==> src/rtl/tube_pkg.sv <==
// Shared constants and width helpers for the Tube register-channel FIFOs.
package tube_pkg;

  localparam logic [7:0] TUBE_EMPTY_DATA = 8'hAA;

  function automatic int tube_ptr_w(input int depth);
    return (depth > 1) ? $clog2(depth) : 1;
  endfunction

  // Occupancy needs one extra bit so that a full FIFO (count == DEPTH) is representable.
  function automatic int tube_cnt_w(input int depth);
    return tube_ptr_w(depth) + 1;
  endfunction

endpackage

==> src/rtl/tube_fifo_ram.sv <==
// DEPTH x WIDTH storage: synchronous write, asynchronous read, no reset (maps to distributed RAM).
module tube_fifo_ram #(
  parameter int WIDTH = 8,
  parameter int DEPTH = 16,
  parameter int AW    = 4
) (
  input  logic             clk,
  input  logic             we,
  input  logic [AW-1:0]    waddr,
  input  logic [WIDTH-1:0] wdata,
  input  logic [AW-1:0]    raddr,
  output logic [WIDTH-1:0] rdata
);

  logic [WIDTH-1:0] mem [DEPTH];

  always_ff @(posedge clk) begin
    if (we) mem[waddr] <= wdata;
  end

  assign rdata = mem[raddr];

endmodule

==> src/rtl/tube_sync_fifo.sv <==
// Single-clock Tube data-register FIFO with flush, sticky error flags and threshold/irq outputs.
// Two-byte (R3-style) thresholds are built only when TUBE_FIFO_MODE2_EN is defined.
module tube_sync_fifo
  import tube_pkg::*;
#(
  parameter int               WIDTH      = 8,
  parameter int               DEPTH      = 16,
  parameter logic [WIDTH-1:0] EMPTY_DATA = WIDTH'(TUBE_EMPTY_DATA)
) (
  input  logic                          phi2,
  input  logic                          rst_b,
  input  logic                          flush,
  input  logic                          wr_en,
  input  logic [WIDTH-1:0]              wr_data,
  input  logic                          rd_en,
  output logic [WIDTH-1:0]              rd_data,
  input  logic                          mode2,
  input  logic                          irq_en,
  output logic [tube_cnt_w(DEPTH)-1:0]  count,
  output logic                          data_available,
  output logic                          not_full,
  output logic                          overflow,
  output logic                          underflow,
  output logic                          irq
);

  localparam int PW = tube_ptr_w(DEPTH);
  localparam int CW = tube_cnt_w(DEPTH);

  logic [PW-1:0]    wr_ptr, rd_ptr;
  logic [CW-1:0]    count_q;
  logic             overflow_q, underflow_q;
  logic             is_empty, is_full;
  logic             wr_ok, rd_ok, wr_rej, rd_rej;
  logic [WIDTH-1:0] ram_rdata;

  // Strobes are level-sampled, one access per phi2 edge while high. Acceptance is
  // judged on the pre-edge count; flush overrides both strobes.
  assign is_empty = (count_q == '0);
  assign is_full  = (count_q == CW'(DEPTH));
  assign wr_ok    = wr_en & ~flush & ~is_full;
  assign rd_ok    = rd_en & ~flush & ~is_empty;
  assign wr_rej   = wr_en & ~flush & is_full;
  assign rd_rej   = rd_en & ~flush & is_empty;

  always_ff @(posedge phi2 or negedge rst_b) begin
    if (!rst_b) begin
      wr_ptr      <= '0;
      rd_ptr      <= '0;
      count_q     <= '0;
      overflow_q  <= 1'b0;
      underflow_q <= 1'b0;
    end else if (flush) begin
      wr_ptr      <= '0;
      rd_ptr      <= '0;
      count_q     <= '0;
      overflow_q  <= 1'b0;
      underflow_q <= 1'b0;
    end else begin
      if (wr_ok) wr_ptr <= wr_ptr + PW'(1);
      if (rd_ok) rd_ptr <= rd_ptr + PW'(1);
      case ({wr_ok, rd_ok})
        2'b10:   count_q <= count_q + CW'(1);
        2'b01:   count_q <= count_q - CW'(1);
        default: count_q <= count_q;
      endcase
      overflow_q  <= overflow_q  | wr_rej;
      underflow_q <= underflow_q | rd_rej;
    end
  end

  tube_fifo_ram #(
    .WIDTH (WIDTH),
    .DEPTH (DEPTH),
    .AW    (PW)
  ) u_ram (
    .clk   (phi2),
    .we    (wr_ok),
    .waddr (wr_ptr),
    .wdata (wr_data),
    .raddr (rd_ptr),
    .rdata (ram_rdata)
  );

  assign rd_data   = is_empty ? EMPTY_DATA : ram_rdata;
  assign count     = count_q;
  assign overflow  = overflow_q;
  assign underflow = underflow_q;

`ifdef TUBE_FIFO_MODE2_EN
  // Two-byte mode: a reader wants a pair, a writer needs room for a pair.
  assign data_available = mode2 ? (count_q >= CW'(2))         : ~is_empty;
  assign not_full       = mode2 ? (count_q <= CW'(DEPTH - 2)) : ~is_full;
`else
  logic unused_mode2;
  assign unused_mode2   = mode2;
  assign data_available = ~is_empty;
  assign not_full       = ~is_full;
`endif

  assign irq = irq_en & data_available;

endmodule

==> config.mk <==
export PLATFORM = sky130hd
export DESIGN_NAME = tube_sync_fifo
export DESIGN_NICKNAME = d
export VERILOG_FILES = /design/src/rtl/tube_pkg.sv /design/src/rtl/tube_fifo_ram.sv /design/src/rtl/tube_sync_fifo.sv
export SDC_FILE = /design/constraint.sdc
export NUM_CORES = 1
export LEC_CHECK = 0
export ABC_AREA = 1
export CAP_MARGIN = 20
export CORE_MARGIN = 3
export CORE_UTILIZATION = 55
export CTS_BUF_LIST = sky130_fd_sc_hd__clkbuf_16
export DETAILED_ROUTE_END_ITERATION = 12
export PLACE_DENSITY = 0.73
export SLEW_MARGIN = 10
export SYNTH_ARGS = -nofsm -noshare
export SYNTH_HDL_FRONTEND = slang
export SYNTH_HIERARCHICAL = 1
export SYNTH_SLANG_ARGS = --single-unit
export TNS_END_PERCENT = 1
==> constraint.sdc <==
create_clock -name phi2 -period 4.99 [get_ports phi2]
set_input_delay 1.2475 -clock phi2 [delete_from_list [all_inputs] [get_ports phi2]]
set_output_delay 1.2475 -clock phi2 [all_outputs]
set_load 0.005 [all_outputs]
==> results of run 1 <==
==> final timing paths <==
check / startpoint / to / slack (ns) / depth (start not counted)
max in group asynchronous: rst_b / rd_ptr[0] / 3.24 / 1
min in group asynchronous: rst_b / count[3] / 1.25 / 1
max: rd_ptr[0] / rd_data[5] / 0.98 / 9
min: overflow / overflow / 0.49 / 2
min reg2reg: overflow / overflow / 0.49 / 2
max reg2reg: count[1] / u_ram/mem[1][7] / 2.67 / 6
==> metal layers <==
metal / wire length, um / up-vias
li1: - / 2205
met1: 5740 / 2184
met2: 7110 / 186
met3: 931 / 47
met4: 436 / 0
met5: 0 / -
==> flip-flops by register name (all words and copies together) (netlist names) <==
register	cells
count	5
overflow	1
rd_ptr	4
u_ram/mem	128
underflow	1
wr_ptr	4
==> worst reg2reg max path: stages (launching register included) <==
cell and delay (ns):
dfrtp_1 0.50, nor2_4 0.09, nand3_2 0.11, nand2_4 0.11, inv_1 0.17, nand2_1 0.14
nor2_1 0.81
==> cell usage after synthesis (2+ instances only) <==
cell type	number	area [um2]
nand2_1	199	747
edfxtp_1	128	3840
inv_1	123	462
nand3_1	107	536
nor2_1	23	86.3
dfrtp_1	15	375
buf_2	13	65.1
o21ai_0	8	40.0
buf_6	6	67.6
inv_2	5	18.8
a21oi_1	4	20.0
buf_4	4	30.0
ha_1	4	50.1
or2_2	4	25.0
nand3_2	3	30.0
xor2_1	3	26.3
nand2_2	2	12.5
nand2_8	2	40.0
nand3b_1	2	15.0
nor2_4	2	22.5
o21ai_1	2	10.0
==> through the flow <==
stage / power (mW) / hold slack (ns) / instance area [um2] / utilization (%)
2_1_floorplan: 2.22 / 0.449 / 6610 / -
3_3_place_gp: 2.57 / 0.470 / 6970 / 60.3
3_5_place_dp: 2.61 / 0.476 / 6970 / 60.3
4_1_cts: 3.89 / 0.494 / 7570 / 65.5
5_1_grt: 4.10 / 0.529 / 7570 / 65.5
6_report: 3.87 / 0.494 / 7570 / 65.5
==> area by class of cell <==
type	instances	area (um2)
Sequential cell	143	4220
Timing Repair Buffer	35	353
Multi-Input combinational cell	373	1730
Inverter	129	489
Clock buffer	17	425
Fill cell	868	3990
Tap cell	143	179
Clock inverter	15	175
==> cells by family after synthesis <==
group	after synthesis	synth area share (%)
AO/OA/AOI/OAI	18	1.52
XOR/XNOR	3	0.398
adder cells (fa/ha/maj)	4	0.758
buffers and inverters	153	9.92
flip-flops	143	63.9
AND/OR/NAND/NOR	348	23.5
==> where the power goes <==
group	leakage [nW]	switching (mW)	internal (mW)	total, mW
combinational	1.65	0.722	0.439	1.16
clock	0.284	0.471	0.822	1.29
sequential	1.35	0.0535	1.37	1.42
total	3.29	1.25	2.63	3.87
==> reports/metrics.yaml, run 1 <==
run_status:
  status: "complete, no violations"
cells_and_area:
  stdcell_count: 855
  area_delta_synth_final_pct: 14.6
  final_common_cell: "nand2_1"
  insertedDiodeCount: 0
  drive_above_1_share_pct: 7.44
  mostFrequentLayoutCells: "199 x nand2_1, 128 x edfxtp_1, 123 x inv_1"
  finalNetCount: 718
placement:
  preCtsSetupSlack_ns: 1.41
  place.gp.congestion: 0.794
  port_buffers: 31
  dp_cells: 823
  dpl.hpwl_um: 8640
routing:
  wl_um: 14200
  drtIter0Drc: 356
  wl_per_cell_um: 16.6
  vias: 4622
  avgViaCountPerCell: 5.41
  drtAntennaViolNets: 0
  drc: 0
  drtPass1Iterations: 5
setup_path:
  crit_path_end_kind: "output pin"
  cp_top_family: "buffers and inverters"
  cp-start-kind: "register"
  crit_chain: "inv_2, buf_12, nand2_1, nand3_1, nand3_1, nand3_1, nand2_1, or2_2, clkdlybuf4s50_1"
  crit_type: "register to output pin"
  crit_arrival_ns: 2.76
  cp_common_cell: "nand3_1"
  slowest_delay_ns: 0.45
  critPathBufInv: 3
  critPathSlowestCell: "clkdlybuf4s50_1"
  critPathRequiredTime_ns: 3.74
  cp_max_fo: 40
floorplanning:
  io_pins: 33
  die_area_um2: 13400
  initial_core_util_pct: 57.1
  fp.dieH_um: 116
  coreArea_um2: 11600
  die_x_um: 116
  fp-row-count: 39
synthesis:
  synth_edf_count: 128
  yosys_register_bits: 143
  syn_inst: 669
  synthesis.area_um2: 6610
  yosysWarnings: 6
  postSynthAreaPerCell_um2: 9.87
  syn_nets: 688
  synth_async_sr_flop_share_pct: 10.5
  synth_cell_type_count: 31
  ys_seq_area_share_pct: 63.9
  synthFlopType: "edfxtp_1"
timing:
  final_hold_viol_count: 0
  grt_setup_unrepaired: "no"
  layout_setup_ws_ns: 0.984
  setup_tns_ns: 0
  max-slew-margin-rel_pct: 30.2
  setup_violations: 0
  fin_skew_ns: 0.00570
  maxSlewViolCount: 0
  tightest_slew_ns: 1.04
  finalCritPeriodShare_pct: 80.3
  fmax_mhz: 250
  fin_crit_ns: 4.01
run:
  drv_cap: 0
clock_network:
  post-cts-setup-buffers: 0
  cts_buffer_depth: 2
  htree_levels: 4
  cts_buffers: 17
  cts_resized: 0
  clk_pin_slew_ns: 0.06
  cts_tree: "done"
  clkLatencyLatePin_ns: 0.42
  clock_sinks: 143
  cts_root_buffer: "clkbuf_16"
  cts-hold-fix-buffers: 0
global_routing:
  grt_overflow_total: 0
  grt_start_max_net_pins: 69
  grt_pass1_vias: 4552
  grt_usage_pct: 22.8
  grt_most_used_layer: "met2"
  use_met1_pct: 28.3
  grt_use_met3_pct: 6.84
  grt_pass1_wl_um: 22500
  antenna_found_initial: 0
  use_met2_pct: 36.4
power_and_ir_drop:
  peakVddDrop_v: 0.000362
  p_per_area_nw_per_um2: 511
  leakage_nw: 3.29
worst_hold_path:
  hold_class: "register to register"
Note: power is estimated with default switching activity, not from simulation.
==> inputs of run 2 (changes only) <==
==> constraint.sdc (replaced) <==
create_clock -name phi2 -period 4 [get_ports phi2]
set_input_delay 1 -clock phi2 [delete_from_list [all_inputs] [get_ports phi2]]
set_output_delay 1 -clock phi2 [all_outputs]
set_load 0.005 [all_outputs]
==> run 2 against run 1 <==
Clock skew rose by 0.011 ns. Clock power rose by 32%. Count of clock-buffer cells in the layout unchanged. Utilization up 0.95 points. Critical endpoint unchanged. Largest power group unchanged. Highest routed layer unchanged.
==> reports/metrics.yaml, run 2 (synthesis results as in run 1) <==
setup_path:
  crit_type: "register to output pin"
  crit_chain: "buf_4, nand2_1, nand3_1, nand3_1, nand3_1, nand2_1, or2_2, clkdlybuf4s50_1"
  slowest_delay_ns: 0.60
  reg2reg_slack_ns: 1.78
  cp-start-kind: "register"
  critPathRequiredTime_ns: 3.00
  cp_common_cell: "nand3_1"
  critPathSlowestCell: "buf_4"
  cp_max_fo: 68
  crit_arrival_ns: 2.73
  crit_path_end_kind: "output pin"
clock_network:
  clock_sinks: 143
  htree_levels: 4
  cts_tree: "done"
  cts_buffers: 17
  post-cts-setup-buffers: 0
  cts_resized: 0
  clk_pin_slew_ns: 0.06
  cts_root_buffer: "clkbuf_16"
  cts_buffer_depth: 2
  clkLatencyLatePin_ns: 0.43
  cts-hold-fix-buffers: 0
run:
  drv_cap: 0
power_and_ir_drop:
  power_switching_mw: 1.56
  leakage_nw: 3.36
  pwr-share-comb_pct: 29.6
  p_int_mw: 3.37
  peakVddDrop_v: 0.000386
  switching_share_pct: 31.6
  seq_power_share_pct: 36.0
  clkPwrFrac_pct: 34.5
  p_per_area_nw_per_um2: 641
timing:
  grt_setup_unrepaired: "no"
  final_hold_viol_count: 0
  max-slew-margin-rel_pct: 40.8
  setup_violations: 0
  tightest_slew_ns: 0.885
  fin_crit_ns: 3.73
  finalCritPeriodShare_pct: 93.2
  fin_skew_ns: 0.0168
  hold_ws_ns: 0.499
  fmax_mhz: 268
  maxSlewViolCount: 0
  setup_tns_ns: 0
floorplanning:
  initial_core_util_pct: 57.1
  coreArea_um2: 11600
  die_x_um: 116
  fp-row-count: 39
  fp.dieH_um: 116
  die_area_um2: 13400
  io_pins: 33
placement:
  port_buffers: 31
  dpl.hpwl_um: 8660
  place.gp.congestion: 0.868
routing:
  wl_per_cell_um: 16.1
  vias: 4583
  drtAntennaViolNets: 0
  drtPass1Iterations: 5
  avgViaCountPerCell: 5.30
  drtIter0Drc: 471
  wl_um: 13900
  drc: 0
global_routing:
  grt_pass1_vias: 4290
  grt_start_max_net_pins: 69
  antenna_found_initial: 0
  grt_overflow_total: 0
  grt_usage_pct: 21.9
  grt_pass1_wl_um: 21600
cells_and_area:
  largest-register: "u_ram/mem"
  final_common_cell: "nand2_1"
  drive_above_1_share_pct: 9.29
  n_fill_cell: 862
  mostFrequentLayoutCells: "199 x nand2_1, 128 x edfxtp_1, 123 x inv_1"
  largest_reg_flops: 128
  finalNetCount: 727
  area_delta_synth_final_pct: 16.3
  insertedDiodeCount: 0
worst_hold_path:
  hold_class: "register to register"
run_status:
  status: "complete, no violations"
-- run 2: changes by cell type in the layout (fill, tap and decap cells not counted), sizes merged --
cell and change:
buf +9, clkinv -2, bufinv +1, inv +1
-- run 2: layout make-up --
class	instances	area (um2)	area share, %
inverter	129	489	6.37
tap	143	179	2.33
clock buffer	17	425	5.54
clock inverter	15	218	2.83
multi-input combinational	373	1730	22.5
timing repair buffer	44	420	5.47
sequential	143	4220	54.9
-- run 2: worst paths after layout --
path                                 from  cells past startpoint         endpoint
worst max-delay path            rd_ptr[0]                      8       rd_data[5]
worst min-delay path             overflow                      2         overflow
worst max register to register   count[0]                      6  u_ram/mem[9][0]
worst min register to register   overflow                      2         overflow
max in group asynchronous           rst_b                      1        rd_ptr[0]
min in group asynchronous           rst_b                      1         count[3]
-- run 2: worst max-delay path, delay by kind of cell (launching register included) --
family	cells	cell delay, ns
buf+inv	2	1.04
simple gates	6	0.88
flops	1	0.37
-- run 2: through the flow --
| stage | utilization [%] | instance area [um2] | setup slack, ns | std cells | total power, mW |
|---|---|---|---|---|---|
| after global placement | 60.9 | 7040 | 0.722 | 832 | 3.21 |
| after floorplan | - | 6610 | 1.66 | 669 | 2.77 |
| after CTS | 66.4 | 7680 | 0.267 | 864 | 4.93 |
| after global routing | 66.4 | 7680 | 0.102 | 864 | 5.17 |
| final | 66.4 | 7680 | 0.271 | 864 | 4.93 |
| after detailed placement | 60.9 | 7040 | 0.721 | 832 | 3.25 |
-- run 2: layer usage --
| layer | vias to the layer above | part of all wire (%) | wire length [um] | global-route usage, % |
|---|---|---|---|---|
| met1 | 2138 | 41 | 5670 | 27.2 |
| li1 | 2227 | - | - | - |
| met4 | 0 | 2.8 | 384 | 11.0 |
| met3 | 33 | 7.1 | 984 | 4.70 |
| met2 | 185 | 49 | 6870 | 36.5 |
| met5 | - | 0 | 0 | 0 |
-- run 2: power by group through the flow --
| stage | clock (mW) | sequential [mW] | combinational, mW |
|---|---|---|---|
| 6_report | 1.70 | 1.77 | 1.46 |
| 5_1_grt | 1.78 | 1.78 | 1.61 |
| 4_1_cts | 1.71 | 1.77 | 1.45 |
| 3_5_place_dp | 0 | 1.80 | 1.44 |
| 3_3_place_gp | 0 | 1.80 | 1.41 |
| 2_1_floorplan | 0 | 1.79 | 0.981 |
